==> config.mk <==
export PLATFORM = sky130hd
export DESIGN_NAME = cart_rom_fetch
export DESIGN_NICKNAME = d
export VERILOG_FILES = /design/src/rtl/cart_rom_fetch.sv
export SDC_FILE = /design/constraint.sdc
export NUM_CORES = 1
export LEC_CHECK = 0
export CAP_MARGIN = 10
export CORE_MARGIN = 1
export CORE_UTILIZATION = 45
export CTS_CLUSTER_DIAMETER = 30
export DETAILED_ROUTE_END_ITERATION = 6
export MAX_ROUTING_LAYER = met4
export PLACE_DENSITY = 0.65
export SLEW_MARGIN = 5
export SYNTH_ARGS = -nofsm -noshare
export SYNTH_HDL_FRONTEND = slang
export SYNTH_SLANG_ARGS = --single-unit
==> constraint.sdc <==
create_clock -name clk -period 5.5 [get_ports clk]
set_clock_uncertainty 0.2 [all_clocks]
set_input_delay 1.1 -clock clk [delete_from_list [all_inputs] [get_ports clk]]
set_output_delay 1.1 -clock clk [all_outputs]
set_load 0.03 [all_outputs]
==> src/rtl/cart_rom_fetch.sv <==
// ROM fetch engine behind the N64 cartridge bus decoder: returns big-endian halfwords
// from a two-word buffer (current + prefetched next) backed by a req/ack memory port.
module cart_rom_fetch #(
    parameter logic [31:0] ROM_BASE  = 32'h1000_0000,
    parameter int unsigned ROM_AW    = 26,
    parameter logic [15:0] IDLE_DATA = 16'h0000
) (
    input  logic              clk,
    input  logic              rst_n,
    input  logic [31:0]       addr,
    input  logic              addr_ready,
    output logic [15:0]       data,
    output logic              data_valid,
    output logic              mem_req,
    output logic [ROM_AW-3:0] mem_addr,
    input  logic              mem_ack,
    input  logic [31:0]       mem_rdata,
    output logic [15:0]       miss_cnt
);
    localparam int unsigned WW = ROM_AW - 2;

    localparam logic [1:0] StIdle   = 2'd0;
    localparam logic [1:0] StDfetch = 2'd1;
    localparam logic [1:0] StPfetch = 2'd2;

    logic [1:0]    state_q, state_d;
    logic          ready_q;
    logic [WW-1:0] cur_tag_q, cur_tag_d, nxt_tag_q, nxt_tag_d;
    logic [31:0]   cur_word_q, cur_word_d, nxt_word_q, nxt_word_d;
    logic          cur_vld_q, cur_vld_d, nxt_vld_q, nxt_vld_d;
    logic [WW-1:0] mem_addr_q, mem_addr_d, redo_tag_q, redo_tag_d;
    logic          mem_req_q, mem_req_d;
    logic          redo_q, redo_d, deliver_q, deliver_d, half_q, half_d;
    logic [15:0]   data_q, data_d, miss_q, miss_d;
    logic          valid_q, valid_d;

    logic          rise, in_win;
    logic [WW-1:0] w, w_inc;
    logic          unused_addr;

    assign rise        = addr_ready & ~ready_q;
    assign in_win      = (addr[31:ROM_AW] == ROM_BASE[31:ROM_AW]);
    assign w           = addr[ROM_AW-1:2];
    assign w_inc       = w + WW'(1);
    assign unused_addr = addr[0];

    function automatic logic [15:0] pick(input logic [31:0] word, input logic sel);
        return sel ? word[15:0] : word[31:16];
    endfunction

    // The ack is folded in first so a rise in the same cycle sees the freshly filled buffers.
    always_comb begin
        state_d    = state_q;
        cur_tag_d  = cur_tag_q;
        cur_word_d = cur_word_q;
        cur_vld_d  = cur_vld_q;
        nxt_tag_d  = nxt_tag_q;
        nxt_word_d = nxt_word_q;
        nxt_vld_d  = nxt_vld_q;
        mem_addr_d = mem_addr_q;
        mem_req_d  = mem_req_q;
        redo_d     = redo_q;
        redo_tag_d = redo_tag_q;
        deliver_d  = deliver_q;
        half_d     = half_q;
        data_d     = data_q;
        valid_d    = valid_q;
        miss_d     = miss_q;

        if (mem_ack && state_q != StIdle) begin
            mem_req_d = 1'b0;
            state_d   = StIdle;
            if (redo_q) begin
                // Stale word: drop it and chase the word actually demanded.
                mem_req_d  = 1'b1;
                mem_addr_d = redo_tag_q;
                state_d    = StDfetch;
                redo_d     = 1'b0;
            end else if (state_q == StDfetch) begin
                cur_tag_d  = mem_addr_q;
                cur_word_d = mem_rdata;
                cur_vld_d  = 1'b1;
                if (deliver_q) begin
                    data_d  = pick(mem_rdata, half_q);
                    valid_d = 1'b1;
                end
                deliver_d  = 1'b0;
                mem_req_d  = 1'b1;
                mem_addr_d = mem_addr_q + WW'(1);
                state_d    = StPfetch;
            end else begin
                nxt_tag_d  = mem_addr_q;
                nxt_word_d = mem_rdata;
                nxt_vld_d  = 1'b1;
            end
        end

        if (rise) begin
            if (!in_win) begin
                data_d    = IDLE_DATA;
                valid_d   = 1'b1;
                deliver_d = 1'b0;
            end else if (cur_vld_d && cur_tag_d == w) begin
                data_d    = pick(cur_word_d, addr[1]);
                valid_d   = 1'b1;
                deliver_d = 1'b0;
            end else if (nxt_vld_d && nxt_tag_d == w) begin
                cur_tag_d  = nxt_tag_d;
                cur_word_d = nxt_word_d;
                cur_vld_d  = 1'b1;
                nxt_vld_d  = 1'b0;
                data_d     = pick(nxt_word_d, addr[1]);
                valid_d    = 1'b1;
                deliver_d  = 1'b0;
                if (state_d == StIdle) begin
                    mem_req_d  = 1'b1;
                    mem_addr_d = w_inc;
                    state_d    = StPfetch;
                end
            end else begin
                cur_vld_d = 1'b0;
                nxt_vld_d = 1'b0;
                valid_d   = 1'b0;
                deliver_d = 1'b1;
                half_d    = addr[1];
                if (miss_q != 16'hFFFF) begin
                    miss_d = miss_q + 16'd1;
                end
                if (state_d == StIdle) begin
                    mem_req_d  = 1'b1;
                    mem_addr_d = w;
                    redo_d     = 1'b0;
                end else begin
                    // A request in flight cannot be withdrawn; reuse it only if it is our word.
                    redo_d     = (mem_addr_d != w);
                    redo_tag_d = w;
                end
                state_d = StDfetch;
            end
        end
    end

    always_ff @(posedge clk or negedge rst_n) begin
        if (!rst_n) begin
            state_q    <= StIdle;
            ready_q    <= 1'b0;
            cur_tag_q  <= '0;
            cur_word_q <= '0;
            cur_vld_q  <= 1'b0;
            nxt_tag_q  <= '0;
            nxt_word_q <= '0;
            nxt_vld_q  <= 1'b0;
            mem_addr_q <= '0;
            mem_req_q  <= 1'b0;
            redo_q     <= 1'b0;
            redo_tag_q <= '0;
            deliver_q  <= 1'b0;
            half_q     <= 1'b0;
            data_q     <= IDLE_DATA;
            valid_q    <= 1'b0;
            miss_q     <= '0;
        end else begin
            state_q    <= state_d;
            ready_q    <= addr_ready;
            cur_tag_q  <= cur_tag_d;
            cur_word_q <= cur_word_d;
            cur_vld_q  <= cur_vld_d;
            nxt_tag_q  <= nxt_tag_d;
            nxt_word_q <= nxt_word_d;
            nxt_vld_q  <= nxt_vld_d;
            mem_addr_q <= mem_addr_d;
            mem_req_q  <= mem_req_d;
            redo_q     <= redo_d;
            redo_tag_q <= redo_tag_d;
            deliver_q  <= deliver_d;
            half_q     <= half_d;
            data_q     <= data_d;
            valid_q    <= valid_d;
            miss_q     <= miss_d;
        end
    end

    assign data       = data_q;
    assign data_valid = valid_q;
    assign mem_req    = mem_req_q;
    assign mem_addr   = mem_addr_q;
    assign miss_cnt   = miss_q;

endmodule

# After elaboration in Yosys (flattened, before gate mapping)
# Index checks and enable logic that the tools add are counted.
# totals
reg_bits	202
input_bits	68
out_inout_bits	58
# classes
n_addsub	3
eq_ne	7
muxes	88
n_bitwise	5
reduce_logical	13
# ops
cell	n
$mux 24	19
$mux 32	10
$mux 16	11
$add 24x1->24 const B	2
$eq 24x24->1	2
$mux 1	40
$ne 24x24->1	1
$add 16x1->16 const B	1
$mux 2	8
$ne 16x16->1 const B	1
$reduce_and 5->1	2
$reduce_and 4->1	2
$reduce_bool 2->1	4
$eq 6x3->1 const B	1
$not 1->1	4
$logic_and 1x1->1	3
$reduce_and 3->1	1
$eq 2x1->1 const B	1
$logic_not 2->1	1
$ne 2x1->1 const B	1
$and 1x1->1	1

# Depth between registers and ports, before layout
# Gate-level depths: netlist (run 1).
# depth
ltp_word	10
ltp_mapped	14

# Worst setup path before layout (run 1)
# Ideal clock, no wire load.
# synth_path
path_type	in2reg
from	in mem_ack
to	reg redo_tag_q[18]
arrival_ps	3436
t_required_ps	5175
slack_ps	1740
path_stages	12
path_buffers	4
path_cell_list	and3b_1 -> buf_2 -> buf_4 -> buf_2 -> a221oi_1 -> a21oi_1 -> a221oi_2 -> nand4_4 -> nor2_2 -> or4_1 -> buf_2 -> mux2_2
# synth_between
elab_chain_len	6
# synth_lines
item	line	source
from (decl)	16	input logic mem_ack,
$logic_and 1x1->1 *	70	if (mem_ack && state_q != StIdle) begin
$mux 24	70	
$eq 24x24->1, on equally long branches	107, 103	
$logic_and 1x1->1, on equally long branches	107, 103	
$not 1->1 (no line)	--	
$reduce_and 5->1 (no line) *	--	
to (signal assigned)	174	redo_tag_q <= redo_tag_d;
to (decl)	31	logic [WW-1:0] mem_addr_q, mem_addr_d, redo_tag_q, redo_tag_d;
# Mark *: on every way between the ends. The rest lies on a longest branch, timed or not.
# A chain may end at the register's enable or synchronous reset.

# Worst setup path after layout (run 1)
# layout_path
from	in mem_ack
to	reg redo_q
# layout_between
elab_chain_len	8
# layout_lines
item	line	source
$logic_and 1x1->1 *	70	
$mux 24 / $mux 2 (equally long branches)	70	
$ne 24x24->1, or another cell as far along	135	redo_d = (mem_addr_d != w);
$mux 1 / $logic_and 1x1->1 (equally long branches)	129, 107	
$mux 1	107	end else if (nxt_vld_d && nxt_tag_d == w) begin
$mux 1	103	end else if (cur_vld_d && cur_tag_d == w) begin
$mux 1	99	if (!in_win) begin
$mux 1 *	98	if (rise) begin
net redo_d	33	logic redo_q, redo_d, deliver_q, deliver_d, half_q, half_d;
to (signal assigned)	173	redo_q <= redo_d;
to (decl)	33	
# The timed path passes the listed nets; every way through them passes the cells marked *.

==> summary.txt, run 1 <==
Global route
  – First-pass GRT wire length: 72,100 um
  – Gr ovfl total: 0
  – Met3 GRT Util: 7.59%
  – Largest net degree at the start of global routing: 108
  – Global-route usage over all layers: 33.9%
  – Antenna violations before repair: 0
  – Routing usage on met2: 50.2%
  – Number of global-route vias before repair: 11,800
  – GR Util met1: 44.7%
  – GR peak layer: met2

Floorplan
  – Area of the core: 28,100 sq um
  – Initial Util: 46.2%
  – Die ar.: 29,500 sq um
  – Die width: 172 um
  – Std cell rows: 61
  – Die height: 172 um
  – Num ports: 126

Clock network
  – Clk slew on worst S/H paths: 0.04 ns
  – CTS tree: built
  – Post-CTS Setup Bufs: 0
  – Clk sinks: 202
  – H-tree depth: 2
  – Resized cells post-CTS: 0
  – TritonCTS Buffers: 53
  – Clock latency at the later pin of the worst-skew pair: 0.56 ns
  – Max clock buf depth: 3
  – Hold-fix buffers, CTS: 0
  – CTS root buffer: clkbuf_16

Placed design
  – Port buffer count: 124
  – Worst slack at placement: 0.327 ns
  – GP Congestion: 1.01
  – Placed cells: 1,896
  – Post-DP HPWL: 33,800 um

Synth
  – Asr flop ratio synth: 100%
  – Number of synthesized flops with an enable pin: 0
  – Sequential area share after synthesis: 39.0%
  – Post-Syn Area: 13,000 sq um
  – Count of different cell masters after synthesis: 83
  – Syn nets: 1,518
  – Mapped Cells: 1,447
  – Synth warnings: 0
  – Syn_area_per_cell: 8.97 sq um
  – #FFs+latches synth: 202
  – Synth Flop Type: dfrtp_1

Drt
  – Vias post-DR: 12,200
  – Routed WL: 48,000 um
  – Avg Vias per Cell: 6.15
  – DRT iter0 DRCs: 1,310
  – Drt pass-1 iters: 6
  – DRT antenna net count: 0
  – Drt wl/cell: 24.1 um
  – Residual DRC: 0

Run
  – Max-Cap Viols: 0

Setup path
  – Worst Path Arrival: 4.96 ns
  – Reg2reg end: miss_cnt[10]
  – Critical Path Max Stage Delay: 0.61 ns
  – Max FO, Critical Path: 21
  – CP Cell Sequence: clkdlybuf4s50_1 -> buf_4 -> o21a_1 -> buf_12 -> nor2_1 -> a31o_2 -> a211oi_1 -> o2111ai_1 -> or4_1 -> nor4_1 -> a31oi_1 -> a31o_1
  – Buf/Inv on CP: 3
  – Critical Path RT: 5.74 ns
  – R2r startpoint: redo_q
  – Flop-to-flop setup slack: 1.11 ns
  – Worst reg2reg path depth: 13
  – CP startpoint kind: input pin
  – CP max-delay cell: o21a_1
  – Crit Path Category: in2reg
  – Crit end category: flip-flop
  – CP top delay family: compound AO/OA/AOI/OAI gates

Timing
  – Tmin final: 4.72 ns
  – RSZ-0062 raised after global routing: false
  – Worst Setup Slack, final: 0.785 ns
  – Count of final setup violators: 0
  – Fin. Hold Viols: 0
  – Fin. max-slew vios: 0
  – Setup_tns: 0 ns
  – Tcrit/Tclk final: 85.7%
  – Worst-Margin Slew: 1.14 ns
  – Max-slew headroom: 23.8%
  – Maximum clock rate: 212 MHz

Pwr
  – VDD IR-drop max: 0.000322 V
  – Total power: 6.30 mW
  – Leak Pwr: 7.70 nW
  – Ratio of total power to cell area: 377 nW/um^2

Min path
  – Hold path start: redo_tag_q[0]
  – Hold worst-path end: redo_tag_q[0]
  – Worst min path class: reg2reg
  – Hold depth: 2

Finish
  – Fin cells: 1,993
  – Area growth, synth to finish: 28.8%
  – Nets: 1,644
  – Sequential cell area: 5050 sq um
  – # fillers: 2,487
  – Multi-input combinational cell area: 7150 sq um
  – Share of cells above drive strength 1: 12.8%
  – Most common cell after layout, fill and taps aside: dfrtp_1
  – Most frequent cells in the layout: dfrtp_1 (202), mux2i_1 (175), nand2_1 (146)
  – Diode count: 0

Status
  – Status: complete, no violations
synthesized netlist by cell type (8+ instances only):
master / instances / share of area [%]
o21a_1: 8 / 0.46
buf_2: 36 / 1.4
nand3_1: 43 / 1.7
a21oi_1: 76 / 2.9
nor4_1: 16 / 0.77
nand4_1: 28 / 1.3
nor3_1: 21 / 0.81
nand2b_1: 29 / 1.4
nand2_1: 147 / 4.3
mux2_2: 23 / 2.0
mux2i_1: 175 / 13
nor2_1: 78 / 2.3
o21ai_0: 67 / 2.6
xor2_1: 30 / 2.0
o2111ai_1: 10 / 0.67
buf_1: 11 / 0.32
xnor2_1: 46 / 3.1
o211ai_1: 9 / 0.52
nor2b_1: 12 / 0.58
a31oi_1: 29 / 1.4
clkbuf_1: 69 / 2.0
dfrtp_1: 202 / 39
and3_1: 22 / 1.1
o22ai_1: 32 / 1.5
inv_1: 78 / 2.3
logic make-up after synthesis:
logic type | after synthesis | share of synthesized area [%]
buffers and inverters | 201 | 6.33
AND/OR/NAND/NOR | 453 | 17.9
adder cells (fa/ha/maj) | 3 | 0.289
flip-flops | 202 | 39.0
XOR/XNOR | 76 | 5.13
multiplexers | 200 | 15.7
AO/OA/AOI/OAI | 312 | 15.7
registers in the layout, summed over array words and instances, names as in the netlist:
| signal | count |
|---|---|
| mem_addr | 24 |
| deliver_q | 1 |
| nxt_vld_q | 1 |
| cur_vld_q | 1 |
| cur_tag_q | 24 |
| mem_req | 1 |
| cur_word_q | 32 |
| nxt_word_q | 32 |
| ready_q | 1 |
| redo_q | 1 |
| state_q | 2 |
| half_q | 1 |
| data | 16 |
| miss_cnt | 16 |
| redo_tag_q | 24 |
| nxt_tag_q | 24 |
| data_valid | 1 |
report_power, final:
part           switching, mW  internal [mW]  leakage, nW
clock network          0.963           2.29        0.931
logic                  0.698          0.447         4.09
registers              0.187           1.72         2.68
worst reg2reg max path, stage by stage, from the launching register on:
cell and delay, ns:
dfrtp_1 0.63, buf_4 0.34, nor4bb_4 0.42, buf_4 0.35
nand3_1 0.13, nor4_1 0.28, a21oi_1 0.12, nor4_2 0.53
buf_4 0.32, nor2b_1 0.17, o21ai_1 0.30, buf_4 0.23
nor4_1 0.06, o22a_1 0.18
through the flow:
stage	area (sq um)	hold slack (ns)	utilization, %
after floorplan	13000	0.243	-
after global placement	14800	0.260	52.7
after detailed placement	14800	0.264	52.7
after CTS	16700	0.273	59.5
after global routing	16700	0.292	59.5
final	16700	0.274	59.5
area by class of cell:
type	instances	share of cell area [%]
multi-input cells	1044	42.8
clock buffers	75	9.09
well taps	378	2.83
inverters	80	1.80
flip-flops and latches	202	30.3
repair buffers	192	10.9
clock inverters	22	2.31
layer usage:
metal,vias up,wire [um]
li1,5459,-
met1,5986,20100
met2,677,21500
met3,126,4550
met4,0,1790
met5,-,0
how the worst max path moves through the flow:
stage | slack (ns) | end | depth (start not counted) | start
3_3_place_gp | 0.28 | redo_q | 11 | mem_ack
6_report | 0.78 | redo_q | 12 | mem_ack
3_5_place_dp | 0.33 | redo_q | 12 | mem_ack
5_1_grt | 0.62 | redo_q | 12 | mem_ack
2_1_floorplan | 1.74 | redo_tag_q[18] | 12 | mem_ack
4_1_cts | 0.89 | redo_q | 11 | mem_ack
Power figures use the tool's default switching activity.
==> run 2: changes to the inputs <==
--- a/config.mk
+++ b/config.mk
@@ -12,6 +12,7 @@
 export DETAILED_ROUTE_END_ITERATION = 6
 export MAX_ROUTING_LAYER = met4
 export PLACE_DENSITY = 0.65
+export SETUP_SLACK_MARGIN = 0.5
 export SLEW_MARGIN = 5
 export SYNTH_ARGS = -nofsm -noshare
 export SYNTH_HDL_FRONTEND = slang
==> results of run 2 <==
No change in the layout: final DEF, timing and power equal those of run 1.
